### config.mk
export PLATFORM = sky130hd
export DESIGN_NAME = mem_mask_unit
export DESIGN_NICKNAME = d
export VERILOG_FILES = /design/src/rtl/mem_pkg.sv /design/src/rtl/mem_load_extend.sv /design/src/rtl/mem_mask_unit.sv
export SDC_FILE = /design/constraint.sdc
export NUM_CORES = 1
export LEC_CHECK = 0
export CAP_MARGIN = 10
export CORE_MARGIN = 10
export CORE_UTILIZATION = 37
export DETAILED_ROUTE_END_ITERATION = 7
export PLACE_DENSITY = 0.8
export SYNTH_ARGS = -nofsm -noshare
export SYNTH_HDL_FRONTEND = slang
export SYNTH_SLANG_ARGS = --single-unit
### constraint.sdc
create_clock -name Clk -period 2.4 [get_ports Clk]
set_clock_uncertainty 0.15 [all_clocks]
set_input_delay 0.36 -clock Clk [delete_from_list [all_inputs] [get_ports Clk]]
set_output_delay 0.36 -clock Clk [all_outputs]
set_load 0.02 [all_outputs]
### src/rtl/mem_pkg.sv
// mem_pkg: access sizes, FSM encoding and byte-lane helper shared by the load/store mask unit
package mem_pkg;
  localparam logic [1:0] SZ_B = 2'd0;
  localparam logic [1:0] SZ_H = 2'd1;
  localparam logic [1:0] SZ_W = 2'd2;
  localparam logic [1:0] SZ_D = 2'd3;
  typedef enum logic [1:0] {IDLE, ISSUE, WAIT, RESP} state_e;
  function automatic logic [15:0] lane_mask(input logic [1:0] size, input logic [2:0] lane);
    return ((16'd1 << (5'd1 << size)) - 16'd1) << lane;
  endfunction
endpackage

### src/rtl/mem_load_extend.sv
// mem_load_extend: pulls the addressed byte/half/word/dword out of a memory word and sign/zero-extends it
module mem_load_extend import mem_pkg::*; #(
  parameter int DATA_W = 32,
  parameter int LW = $clog2(DATA_W / 8)
) (
  input  logic [DATA_W-1:0] rdata,
  input  logic [LW-1:0]     lane,
  input  logic [1:0]        size,
  input  logic              sext,
  output logic [DATA_W-1:0] data
);
  logic [DATA_W-1:0] sh;
  logic [DATA_W-1:0] keep;
  logic              msb;
  always_comb begin
    sh = rdata >> {lane, 3'b000};
    keep = ~({DATA_W{1'b1}} << (8 << size));
    msb = size == SZ_B ? sh[7] : size == SZ_H ? sh[15] : size == SZ_W ? sh[31] : sh[DATA_W-1];
    data = (sh & keep) | ({DATA_W{sext & msb}} & ~keep);
  end
endmodule

### src/rtl/mem_mask_unit.sv
// mem_mask_unit: MEM-stage load/store masking unit; one access per handshake, fixed-latency reads,
// misaligned or unsupported accesses answered with an error and never reach memory.
module mem_mask_unit import mem_pkg::*; #(
  parameter int DATA_W = 32,
  parameter int ADDR_W = 32,
  parameter int MEM_LAT = 1
) (
  input  logic                Clk,
  input  logic                Reset,
  input  logic                ReqValid,
  output logic                ReqReady,
  input  logic                ReqWrite,
  input  logic [1:0]          ReqSize,
  input  logic                ReqSigned,
  input  logic [ADDR_W-1:0]   ReqAddr,
  input  logic [DATA_W-1:0]   ReqData,
  output logic                MemEn,
  output logic                MemWe,
  output logic [ADDR_W-1:0]   MemAddr,
  output logic [DATA_W/8-1:0] MemByteEn,
  output logic [DATA_W-1:0]   MemWData,
  input  logic [DATA_W-1:0]   MemRData,
  output logic                RespValid,
  input  logic                RespReady,
  output logic [DATA_W-1:0]   RespData,
  output logic                RespErr
);
  localparam int NB = DATA_W / 8;
  localparam int LW = $clog2(NB);
  localparam int CW = MEM_LAT > 1 ? $clog2(MEM_LAT) : 1;
  state_e            state_q, state_d;
  logic              write_q, write_d, sext_q, sext_d;
  logic [1:0]        size_q, size_d;
  logic [LW-1:0]     lane_q, lane_d, lane;
  logic [CW-1:0]     cnt_q, cnt_d;
  logic [DATA_W-1:0] resp_data_q, resp_data_d, ext_data;
  logic              resp_err_q, resp_err_d, bad;
  logic              req_ready_q, req_ready_d, resp_valid_q, resp_valid_d;
  logic              mem_en_q, mem_en_d, mem_we_q, mem_we_d;
  logic [ADDR_W-1:0] mem_addr_q, mem_addr_d;
  logic [NB-1:0]     mem_be_q, mem_be_d;
  logic [DATA_W-1:0] mem_wdata_q, mem_wdata_d;
  mem_load_extend #(.DATA_W(DATA_W)) u_ext (
    .rdata(MemRData),
    .lane (lane_q),
    .size (size_q),
    .sext (sext_q),
    .data (ext_data)
  );
  always_comb begin
    lane = ReqAddr[LW-1:0];
    bad = (ReqSize == SZ_D && DATA_W == 32) || |(ReqAddr[2:0] & 3'((4'd1 << ReqSize) - 4'd1));
    state_d = state_q;
    write_d = write_q;
    sext_d = sext_q;
    size_d = size_q;
    lane_d = lane_q;
    cnt_d = cnt_q;
    resp_data_d = resp_data_q;
    resp_err_d = resp_err_q;
    case (state_q)
      IDLE: if (ReqValid) begin
        write_d = ReqWrite;
        sext_d = ReqSigned;
        size_d = ReqSize;
        lane_d = lane;
        resp_data_d = '0;
        resp_err_d = bad;
        state_d = bad ? RESP : ISSUE;
      end
      ISSUE: begin
        state_d = write_q ? RESP : WAIT;
        cnt_d = CW'(MEM_LAT - 1);
      end
      WAIT: if (cnt_q == '0) begin
        state_d = RESP;
        resp_data_d = ext_data;
      end else begin
        cnt_d = cnt_q - CW'(1);
      end
      default: if (RespReady) begin
        state_d = IDLE;
        resp_data_d = '0;
        resp_err_d = 1'b0;
      end
    endcase
    // memory strobes are registered so they appear for exactly the ISSUE cycle
    mem_en_d = state_q == IDLE && state_d == ISSUE;
    mem_we_d = mem_en_d & ReqWrite;
    mem_addr_d = mem_en_d ? ReqAddr & ~ADDR_W'(NB - 1) : '0;
    mem_be_d = mem_en_d ? NB'(lane_mask(ReqSize, 3'(lane))) : '0;
    mem_wdata_d = mem_en_d ? ReqData << {lane, 3'b000} : '0;
    req_ready_d = state_d == IDLE;
    resp_valid_d = state_d == RESP;
  end
  always_ff @(posedge Clk) begin
    if (Reset) begin
      state_q <= IDLE;
      write_q <= 1'b0;
      sext_q <= 1'b0;
      size_q <= '0;
      lane_q <= '0;
      cnt_q <= '0;
      resp_data_q <= '0;
      resp_err_q <= 1'b0;
      req_ready_q <= 1'b1;
      resp_valid_q <= 1'b0;
      mem_en_q <= 1'b0;
      mem_we_q <= 1'b0;
      mem_addr_q <= '0;
      mem_be_q <= '0;
      mem_wdata_q <= '0;
    end else begin
      state_q <= state_d;
      write_q <= write_d;
      sext_q <= sext_d;
      size_q <= size_d;
      lane_q <= lane_d;
      cnt_q <= cnt_d;
      resp_data_q <= resp_data_d;
      resp_err_q <= resp_err_d;
      req_ready_q <= req_ready_d;
      resp_valid_q <= resp_valid_d;
      mem_en_q <= mem_en_d;
      mem_we_q <= mem_we_d;
      mem_addr_q <= mem_addr_d;
      mem_be_q <= mem_be_d;
      mem_wdata_q <= mem_wdata_d;
    end
  end
  assign ReqReady = req_ready_q;
  assign MemEn = mem_en_q;
  assign MemWe = mem_we_q;
  assign MemAddr = mem_addr_q;
  assign MemByteEn = mem_be_q;
  assign MemWData = mem_wdata_q;
  assign RespValid = resp_valid_q;
  assign RespData = resp_data_q;
  assign RespErr = resp_err_q;
endmodule

==> results of run 1 <==
-- placed cells by master, fill, tap and decap left out, types with 2 or more instances in the layout --
master,n
a211oi_1,17
a21oi_1,27
a221o_1,11
a221o_2,5
a221oi_1,3
a22o_1,8
a22oi_1,8
and2_1,33
and3_1,8
buf_12,2
buf_4,26
clkbuf_1,2
clkbuf_16,9
clkdlybuf4s50_1,205
conb_1,2
dfxtp_1,111
ha_1,6
inv_1,10
mux2_2,8
mux2i_1,23
mux4_2,8
nand2_1,15
nand2b_1,2
nand3_1,2
nor2_1,38
nor2b_1,13
nor3_1,10
nor3_2,2
o21ai_0,9
or2_2,2
or2b_1,2
-- worst min-delay path by stage --
stage / startpoint / to / slack, ps / cells after the start
6_report: write_q / write_q / 310 / 2
5_1_grt: write_q / write_q / 360 / 2
4_1_cts: write_q / write_q / 310 / 2
3_5_place_dp: write_q / write_q / 300 / 2
3_3_place_gp: sext_q / sext_q / 290 / 2
2_1_floorplan: write_q / write_q / 290 / 2
-- per-layer routing --
metal  global-route usage [%]  wire length [um]  vias up
met5                        0                 0        -
met4                     5.56               211        0
met3                     8.56              1900       17
met2                     29.7              7200      181
met1                     17.7              5650     1913
li1                         -                 -     1962
-- cells by family after synthesis --
family / count (synthesis) / share of synthesized area, %
flops: 111 / 49.3
fa+ha+maj: 8 / 2.17
simple gates: 135 / 16.1
buf+inv: 45 / 5.64
mux: 40 / 11.4
compound gates: 93 / 15.3
other cells: 1 / 0.0833
-- power groups by stage --
stage | clock network, mW | logic, mW | registers, mW
floorplan | 0 | 0.977 | 2.64
global placement | 0 | 2.24 | 2.31
detailed placement | 0 | 2.28 | 2.32
CTS | 1.37 | 2.30 | 2.28
global route | 1.45 | 2.49 | 2.31
finish | 1.33 | 2.32 | 2.28
-- area by class of cell --
| class | instances | share of cell area [%] |
|---|---|---|
| Timing Repair Buffer | 234 | 32.6 |
| Tap cell | 147 | 2.61 |
| Inverter | 10 | 0.533 |
| Sequential cell | 111 | 31.6 |
| Clock inverter | 1 | 0.107 |
| Multi-Input combinational cell | 278 | 29.1 |
| Clock buffer | 12 | 3.50 |
-- flip-flops by register name, indices dropped and copies added, names as in the netlist --
register,count
ReqReady,1
state_q,2
MemWe,1
MemAddr,30
RespValid,1
RespData,32
MemEn,1
MemWData,32
sext_q,1
lane_q,2
size_q,2
write_q,1
MemByteEn,4
RespErr,1
-- per-stage QoR --
stage                     hold WS, ps  cells  TNS, ps
after floorplan                   285    434        0
after global placement            294    779    -2020
after detailed placement          301    779    -8350
after CTS                         311    792        0
after global routing              355    793        0
final                             311    793        0
-- timing repair --
action	in CTS	in global routing
endpoints found under the setup margin	0	75
hold endpoints to repair	0	0
buffers inserted	0	1
resized for setup	0	4
-- worst reg2reg max path, stage by stage, from the launching register on --
cell	delay (ps)
dfxtp_1	410
inv_1	110
ha_2	260
a221oi_1	430
a221oi_1	180
nand3_1	160
inv_1	100
buf_12	170
and3_1	180
==> impl_metrics.tcl, run 1 <==
set metrics [dict create \
    status "completed" \
    reg2reg_depth 8 \
    cts_tree "built" \
    finalHoldViolations 0 \
    comb_power_share_pct 39.1 \
    syn_area_per_cell_um2 10.4 \
    track_usage_pct 17.1 \
    crit_required_ps 2490 \
    synth_area_mm2 0.00450 \
    startpoint "state_q[0]" \
    drv_cap 0 \
    ir_drop_mv 0.442 \
    place.gp.congestion 0.842 \
    vias_per_cell 5.14 \
    drt-initial-drc-count 235 \
    switchingPower_mw 1.95 \
    initial_utilization_pct 37.7 \
    crit_type "flip-flop to flip-flop" \
    ys_types 45 \
    diodes 0 \
    clk-insertion-delay-late_ps 350 \
    cts-root-buf "clkbuf_16" \
    clock_sinks 111 \
    wl_um 15000 \
    yosys-top-cells-count "111 x dfxtp_1, 38 x nor2_1, 33 x and2_1" \
    yosysWarnings 0 \
    final_nets 755 \
    finalCriticalPeriod_ps 2240 \
    final-setup-viol-count 0 \
    hp-class "flip-flop to flip-flop" \
    io_pins 209 \
    synthFlopType "dfxtp_1" \
    r2r-start "state_q[0]" \
    pwr-share-seq_pct 38.4 \
    syn-instance-count 433 \
    dr.pass1.iters 4 \
    clkPwrFrac_pct 22.5 \
    grt_max_degree 42 \
    critPathTopFamily "compound AO/OA/AOI/OAI gates" \
    post-route-period-util_pct 93.5 \
    synth_seq_cells 111 \
    seqCellArea_mm2 0.00222 \
    slew-limit-headroom_pct 56.5 \
    hpwl_um 11900 \
    grt_pass1_wl_um 22800 \
    grt_pass1_vias 4166 \
    multi_input_area_mm2 0.00205 \
    syn2layout_area_growth_pct 56.3 \
    grt-ovfl-total 0 \
    final-max-slew-violation-count 0 \
    rsz0062_at_grt "no" \
    synth_top_area_share_pct 49.3 \
    die_y_um 130 \
    ys_async_sr_fraction_pct 0 \
    r2r_setup_slack_ps 160 \
    place.port_buffers 206 \
    drive_gt1_share_pct 11.3 \
    critPathArrivalTime_ps 2340 \
    die_area_mm2 0.0170 \
    cts_buffers 9 \
    final_util_pct 58.9 \
    num_rows 40 \
    worst_pin_slew_ps 650 \
    startpoint_type "flip-flop" \
    path_buf_inv 3 \
    seq_area_frac_synth_pct 49.3 \
    p_sw_share_pct 32.9 \
    num_vias 4073 \
    worstPathMaxFanout 36 \
    antenna_found_initial 0 \
    die_w_um 130 \
    synth.most_common_cell "dfxtp_1" \
    stdcell_area_mm2 0.00704 \
    setup_slack_ps 157 \
    finalPower_mw 5.93 \
    coreArea_mm2 0.0120 \
    route.detailed.drc 0 \
    max_stage_delay_ps 430 \
    crit_path_end "MemWData[5]" \
    synth.top_cells.by_area "dfxtp_1 49%, mux2i_1 5.1%, and2_1 4.6%" \
    cts-hold-fix-buffers 0 \
    power.density_mw_per_mm2 843 \
    end_kind "flip-flop" \
    clkSlewWorstSetupHoldPaths_ps 70 \
    fillers 989 \
    yosysTopAreaCell "dfxtp_1" \
    synth_edf_count 0 \
    leakage_nw 2.70 \
    rr_endpoint "MemWData[5]" \
    final_antenna_net_count 0 \
    htree_levels 3 \
    power.internal_mw 3.98 \
    crit_chain "inv_1 -> ha_2 -> a221oi_1 -> a221oi_1 -> nand3_1 -> inv_1 -> buf_12 -> and3_1" \
    fmax_ghz 0.446 \
    place_ws_ps -169 \
    place_area_mm2 0.00676 \
    wl_per_cell_um 18.9 \
    cpMaxStageDelayCell "a221oi_1" \
    crit_cells 8 \
    clock_path_buffers 2 \
]
No activity file was read; power rests on OpenSTA's default activity.
==> run 2: changes to the inputs <==
--- a/config.mk
+++ b/config.mk
@@ -6,10 +6,11 @@
 export NUM_CORES = 1
 export LEC_CHECK = 0
 export CAP_MARGIN = 10
-export CORE_MARGIN = 10
-export CORE_UTILIZATION = 37
+export CELL_PAD_IN_SITES_DETAIL_PLACEMENT = 1
+export CELL_PAD_IN_SITES_GLOBAL_PLACEMENT = 2
+export CORE_UTILIZATION = 22
 export DETAILED_ROUTE_END_ITERATION = 7
-export PLACE_DENSITY = 0.8
+export PLACE_DENSITY = 0.84
 export SYNTH_ARGS = -nofsm -noshare
 export SYNTH_HDL_FRONTEND = slang
 export SYNTH_SLANG_ARGS = --single-unit
==> run 2 against run 1 <==
Net effect:
- hold slack improved by 20 ps
- core utilization fell by 22 points
- wire length rose by 1.0%
- maximum frequency rose by 0.90%
- first-iteration DRC count fell by 63%
- critical path depth fell by 1
- design area rose by 2.8%
- largest cell class unchanged
- setup slack improved by 20 ps
==> impl_metrics.tcl, run 2 (synthesis results as in run 1) <==
set metrics [dict create \
    post-route-period-util_pct 92.6 \
    ir_drop_mv 0.334 \
    place.port_buffers 206 \
    fmax_ghz 0.450 \
    vias_per_cell 4.40 \
    clk-insertion-delay-late_ps 350 \
    final_nets 757 \
    htree_levels 3 \
    finalCriticalPeriod_ps 2220 \
    layout_commonest_cell "clkdlybuf4s50_1" \
    met1_length_um 6210 \
    critPathArrivalTime_ps 2320 \
    die_area_mm2 0.0211 \
    place.gp.congestion 0.802 \
    cts-root-buf "clkbuf_16" \
    clock_sinks 111 \
    hp-class "flip-flop to flip-flop" \
    worst_pin_slew_ps 586 \
    layout.cells.non_filler 916 \
    crit_path_end "RespData[13]" \
    wl_met3_um 1240 \
    final-max-slew-violation-count 0 \
    r2r_setup_slack_ps 180 \
    wl_met2_um 7500 \
    grt_pass1_wl_um 24200 \
    highest_layer "met4" \
    clock_path_buffers 2 \
    num_vias 4026 \
    route.detailed.drc 0 \
    final-setup-viol-count 0 \
    finalHoldViolations 0 \
    final_antenna_net_count 0 \
    io_pins 209 \
    cts_setup_buffers 0 \
    grt-ovfl-total 0 \
    clkSlewWorstSetupHoldPaths_ps 80 \
    worstPathMaxFanout 17 \
    wl_per_cell_um 16.5 \
    finalSetupTns_ps 0 \
    dp_cells 900 \
    hpwl_um 12000 \
    grt_pass1_vias 4452 \
    die_w_um 145 \
    mostFrequentLayoutCells "205 x clkdlybuf4s50_1, 111 x dfxtp_1, 38 x nor2_1, 33 x and2_1, 28 x buf_4" \
    rr_endpoint "RespData[13]" \
    rsz0062_at_grt "no" \
    cts_buffers 9 \
    drt-initial-drc-count 86 \
    num_rows 51 \
    drv_cap 0 \
    drive_gt1_share_pct 12.3 \
    crit_type "flip-flop to flip-flop" \
    track_usage_pct 14.5 \
    diodes 0 \
    dr.pass1.iters 5 \
    status "completed" \
    initial_utilization_pct 22.8 \
    syn2layout_area_growth_pct 60.7 \
    die_y_um 145 \
    r2r-start "state_q[0]" \
    coreArea_mm2 0.0198 \
    startpoint_type "flip-flop" \
    antenna_found_initial 0 \
    end_kind "flip-flop" \
    power.density_mw_per_mm2 842 \
    startpoint "state_q[0]" \
    grt_max_degree 42 \
    reg2reg_depth 7 \
    wl_um 15100 \
    cts_tree "built" \
    crit_required_ps 2500 \
    leakage_nw 2.74 \
    slew-limit-headroom_pct 60.9 \
]
-- run 2: cell types whose count changed in the layout (fill, tap and decap cells not counted) --
cell	previous run	this run
clkinv_4	0	2
buf_4	26	28
inv_6	0	2
nor3_2	2	1
nor3_1	10	11
clkinvlp_4	1	0
clkinv_2	0	1
clkbuf_1	2	0
inv_8	0	1
nand3_1	2	1
nand3_2	0	1
-- run 2: per-layer routing --
layer	vias to the layer above	global-route usage, %
li1	1952	-
met1	1929	16.2
met2	131	25.7
met3	14	5.38
met4	0	3.63
met5	-	0
-- run 2: how the worst min path moves through the flow --
| stage | startpoint | to | slack [ps] | depth (start not counted) |
|---|---|---|---|---|
| after floorplan | write_q | write_q | 290 | 2 |
| after global placement | sext_q | sext_q | 300 | 2 |
| after detailed placement | write_q | write_q | 310 | 2 |
| after CTS | sext_q | sext_q | 330 | 2 |
| after global routing | RespData[8] | RespData[8] | 350 | 1 |
| final | sext_q | sext_q | 330 | 2 |
-- run 2: cell type report --
type,count,area (um^2)
flip-flops and latches,111,2220
repair buffers,236,2310
inverters,10,37.5
clock inverters,6,51.3
well taps,265,332
multi-input cells,278,2050
fillers,2217,12500
clock buffers,10,239
-- run 2: metrics by stage --
stage	util (%)	hold slack (ps)	total power [mW]	setup WS (ps)	area [um^2]
2_1_floorplan	-	285	3.62	47.1	4510
3_3_place_gp	35.0	298	4.58	-112	6930
3_5_place_dp	35.0	310	4.65	-199	6930
4_1_cts	36.5	330	6.15	33.2	7230
5_1_grt	36.6	352	6.44	25.8	7240
6_report	36.6	331	6.09	177	7240
-- run 2: power breakdown --
group	total, mW	switching [mW]	internal (mW)
clock	1.48	0.726	0.751
sequential	2.28	0.128	2.15
combinational	2.34	1.22	1.13
total	6.09	2.07	4.02
-- run 2: worst max-delay path, cell delays in order, from the launching register on --
cell and delay (ps):
dfxtp_1 400, inv_1 110, ha_2 250, nor2b_4 150
or3_1 390, and2_4 250, buf_4 190, a22o_1 230
-- run 2: what timing repair did --
| item | in CTS | in global routing |
|---|---|---|
| hold buffers | 0 | 0 |
| endpoints found under the setup margin | 7 | 79 |
| gates resized for setup | 1 | 3 |
==> run 3: changes to the inputs <==
--- a/config.mk
+++ b/config.mk
@@ -10,7 +10,7 @@
 export CELL_PAD_IN_SITES_GLOBAL_PLACEMENT = 2
 export CORE_UTILIZATION = 22
 export DETAILED_ROUTE_END_ITERATION = 7
-export PLACE_DENSITY = 0.84
+export PLACE_DENSITY = 0.88
 export SYNTH_ARGS = -nofsm -noshare
 export SYNTH_HDL_FRONTEND = slang
 export SYNTH_SLANG_ARGS = --single-unit
==> run 3 against run 2 <==
Net effect:
- critical path type unchanged
- critical path depth rose by 1
- sequential share of layout area rose by 0.069 points
- largest power group unchanged
- clock power rose by 8%
- maximum frequency fell by 1.3%
- largest cell class unchanged
- cell count fell by 0.55%
- design area fell by 0.22%
==> impl_metrics.tcl, run 3 (synthesis results as in run 1) <==
set metrics [dict create \
    status "completed" \
    final_antenna_net_count 0 \
    final_util_pct 36.5 \
    slew-limit-headroom_pct 58.6 \
    r2r-start "state_q[0]" \
    final-setup-viol-count 0 \
    place_area_mm2 0.00689 \
    initial_utilization_pct 22.8 \
    die_y_um 145 \
    cpMaxStageDelayCell "dfxtp_1" \
    stdcell_area_mm2 0.00722 \
    wl_met2_um 7720 \
    highest_layer "met4" \
    critPathArrivalTime_ps 2390 \
    route.detailed.drc 0 \
    clock_path_buffers 2 \
    p_sw_share_pct 33.3 \
    finalHoldViolations 0 \
    place.gp.congestion 0.788 \
    rsz0062_at_grt "no" \
    mostFrequentLayoutCells "205 x clkdlybuf4s50_1, 111 x dfxtp_1, 38 x nor2_1, 33 x and2_1, 27 x a21oi_1" \
    clkSlewWorstSetupHoldPaths_ps 70 \
    dp_cells 895 \
    crit_required_ps 2540 \
    worst_pin_slew_ps 620 \
    clk-insertion-delay-late_ps 350 \
    fillers 2241 \
    reg2reg_depth 8 \
    crit_cells 8 \
    setup_slack_ps 147 \
    hp-class "flip-flop to flip-flop" \
    diodes 0 \
    num_vias 4028 \
    crit_chain "inv_1 -> ha_2 -> or2_2 -> o221ai_1 -> nand3_1 -> inv_1 -> buf_12 -> and3_1" \
    rr_endpoint "MemWData[2]" \
    finalSetupTns_ps 0 \
    antenna_found_initial 0 \
    worstPathMaxFanout 40 \
    wl_um 15300 \
    power.internal_mw 4.13 \
    grt-ovfl-total 0 \
    final_nets 752 \
    final-max-slew-violation-count 0 \
    htree_levels 3 \
    die_w_um 145 \
    post-route-period-util_pct 93.9 \
    io_pins 209 \
    cts-hold-fix-buffers 0 \
    die_area_mm2 0.0211 \
    switchingPower_mw 2.06 \
    dr.pass1.iters 4 \
    path_buf_inv 3 \
    finalCriticalPeriod_ps 2250 \
    leakage_nw 2.73 \
    grt_max_degree 42 \
    syn2layout_area_growth_pct 60.4 \
    wl_met3_um 1200 \
    cts-root-buf "clkbuf_16" \
    power.density_mw_per_mm2 857 \
    timing.critical_path.mode_cell "inv_1" \
    crit_path_end "MemWData[2]" \
    hpwl_um 12100 \
    coreArea_mm2 0.0198 \
    vias_per_cell 4.42 \
    clkPwrFrac_pct 25.9 \
    startpoint "state_q[0]" \
    r2r_setup_slack_ps 150 \
    place.port_buffers 206 \
    grt_pass1_wl_um 24100 \
    seqCellArea_mm2 0.00222 \
    cts_buffers 9 \
    finalPower_mw 6.19 \
    end_kind "flip-flop" \
    layout_commonest_cell "clkdlybuf4s50_1" \
    grt_pass1_vias 4382 \
    hold_slack_ps 332 \
    drt-initial-drc-count 156 \
    pwr-share-seq_pct 36.8 \
    multi_input_area_mm2 0.00205 \
    fmax_ghz 0.444 \
    track_usage_pct 14.6 \
    met1_length_um 6170 \
    clock_sinks 111 \
    layout.cells.non_filler 911 \
    cts_tree "built" \
    wl_per_cell_um 16.8 \
    place_ws_ps -161 \
    startpoint_type "flip-flop" \
    ir_drop_mv 0.417 \
    drive_gt1_share_pct 11.5 \
    crit_type "flip-flop to flip-flop" \
    num_rows 51 \
    drv_cap 0 \
    max_stage_delay_ps 400 \
    comb_power_share_pct 37.3 \
    critPathTopFamily "simple AND/OR/NAND/NOR gates" \
]
## run 3: how the worst min path moves through the flow
stage | endpoint | start | cells past startpoint | slack (ps)
detailed placement | RespData[11] | RespData[11] | 1 | 320
global placement | sext_q | sext_q | 2 | 300
floorplan | write_q | write_q | 2 | 290
CTS | write_q | write_q | 2 | 340
global route | RespData[11] | RespData[11] | 1 | 350
finish | sext_q | sext_q | 2 | 330
## run 3: repair_timing
action,CTS,global route
setup endpoints to repair,6,68
gates resized for setup,1,2
setup buffers,0,0
## run 3: power groups by stage
stage | combinational (mW) | sequential (mW) | clock [mW]
floorplan | 0.977 | 2.64 | 0
global placement | 2.24 | 2.31 | 0
detailed placement | 2.31 | 2.32 | 0
CTS | 2.33 | 2.28 | 1.67
global route | 2.49 | 2.31 | 1.74
finish | 2.31 | 2.28 | 1.60
## run 3: layout make-up
type,instances,share of cell area [%]
Timing Repair Buffer,231,31.4
Sequential cell,111,30.8
Multi-Input combinational cell,278,28.3
Tap cell,265,4.59
Clock buffer,11,3.50
Clock inverter,5,0.883
Inverter,10,0.520
## run 3: metal layers
metal  track usage [%]  vias to the layer above
li1                  -                     1940
met1              15.4                     1928
met2              26.8                      146
met3              5.50                       14
met4              4.26                        0
met5                 0                        -
## run 3: tightest hold or removal path: cells and delay by family, from the launching register on
family           cells  cell delay (ps)
flip-flops           1              320
AO/OA/AOI/OAI        1               60
AND/OR/NAND/NOR      1               60
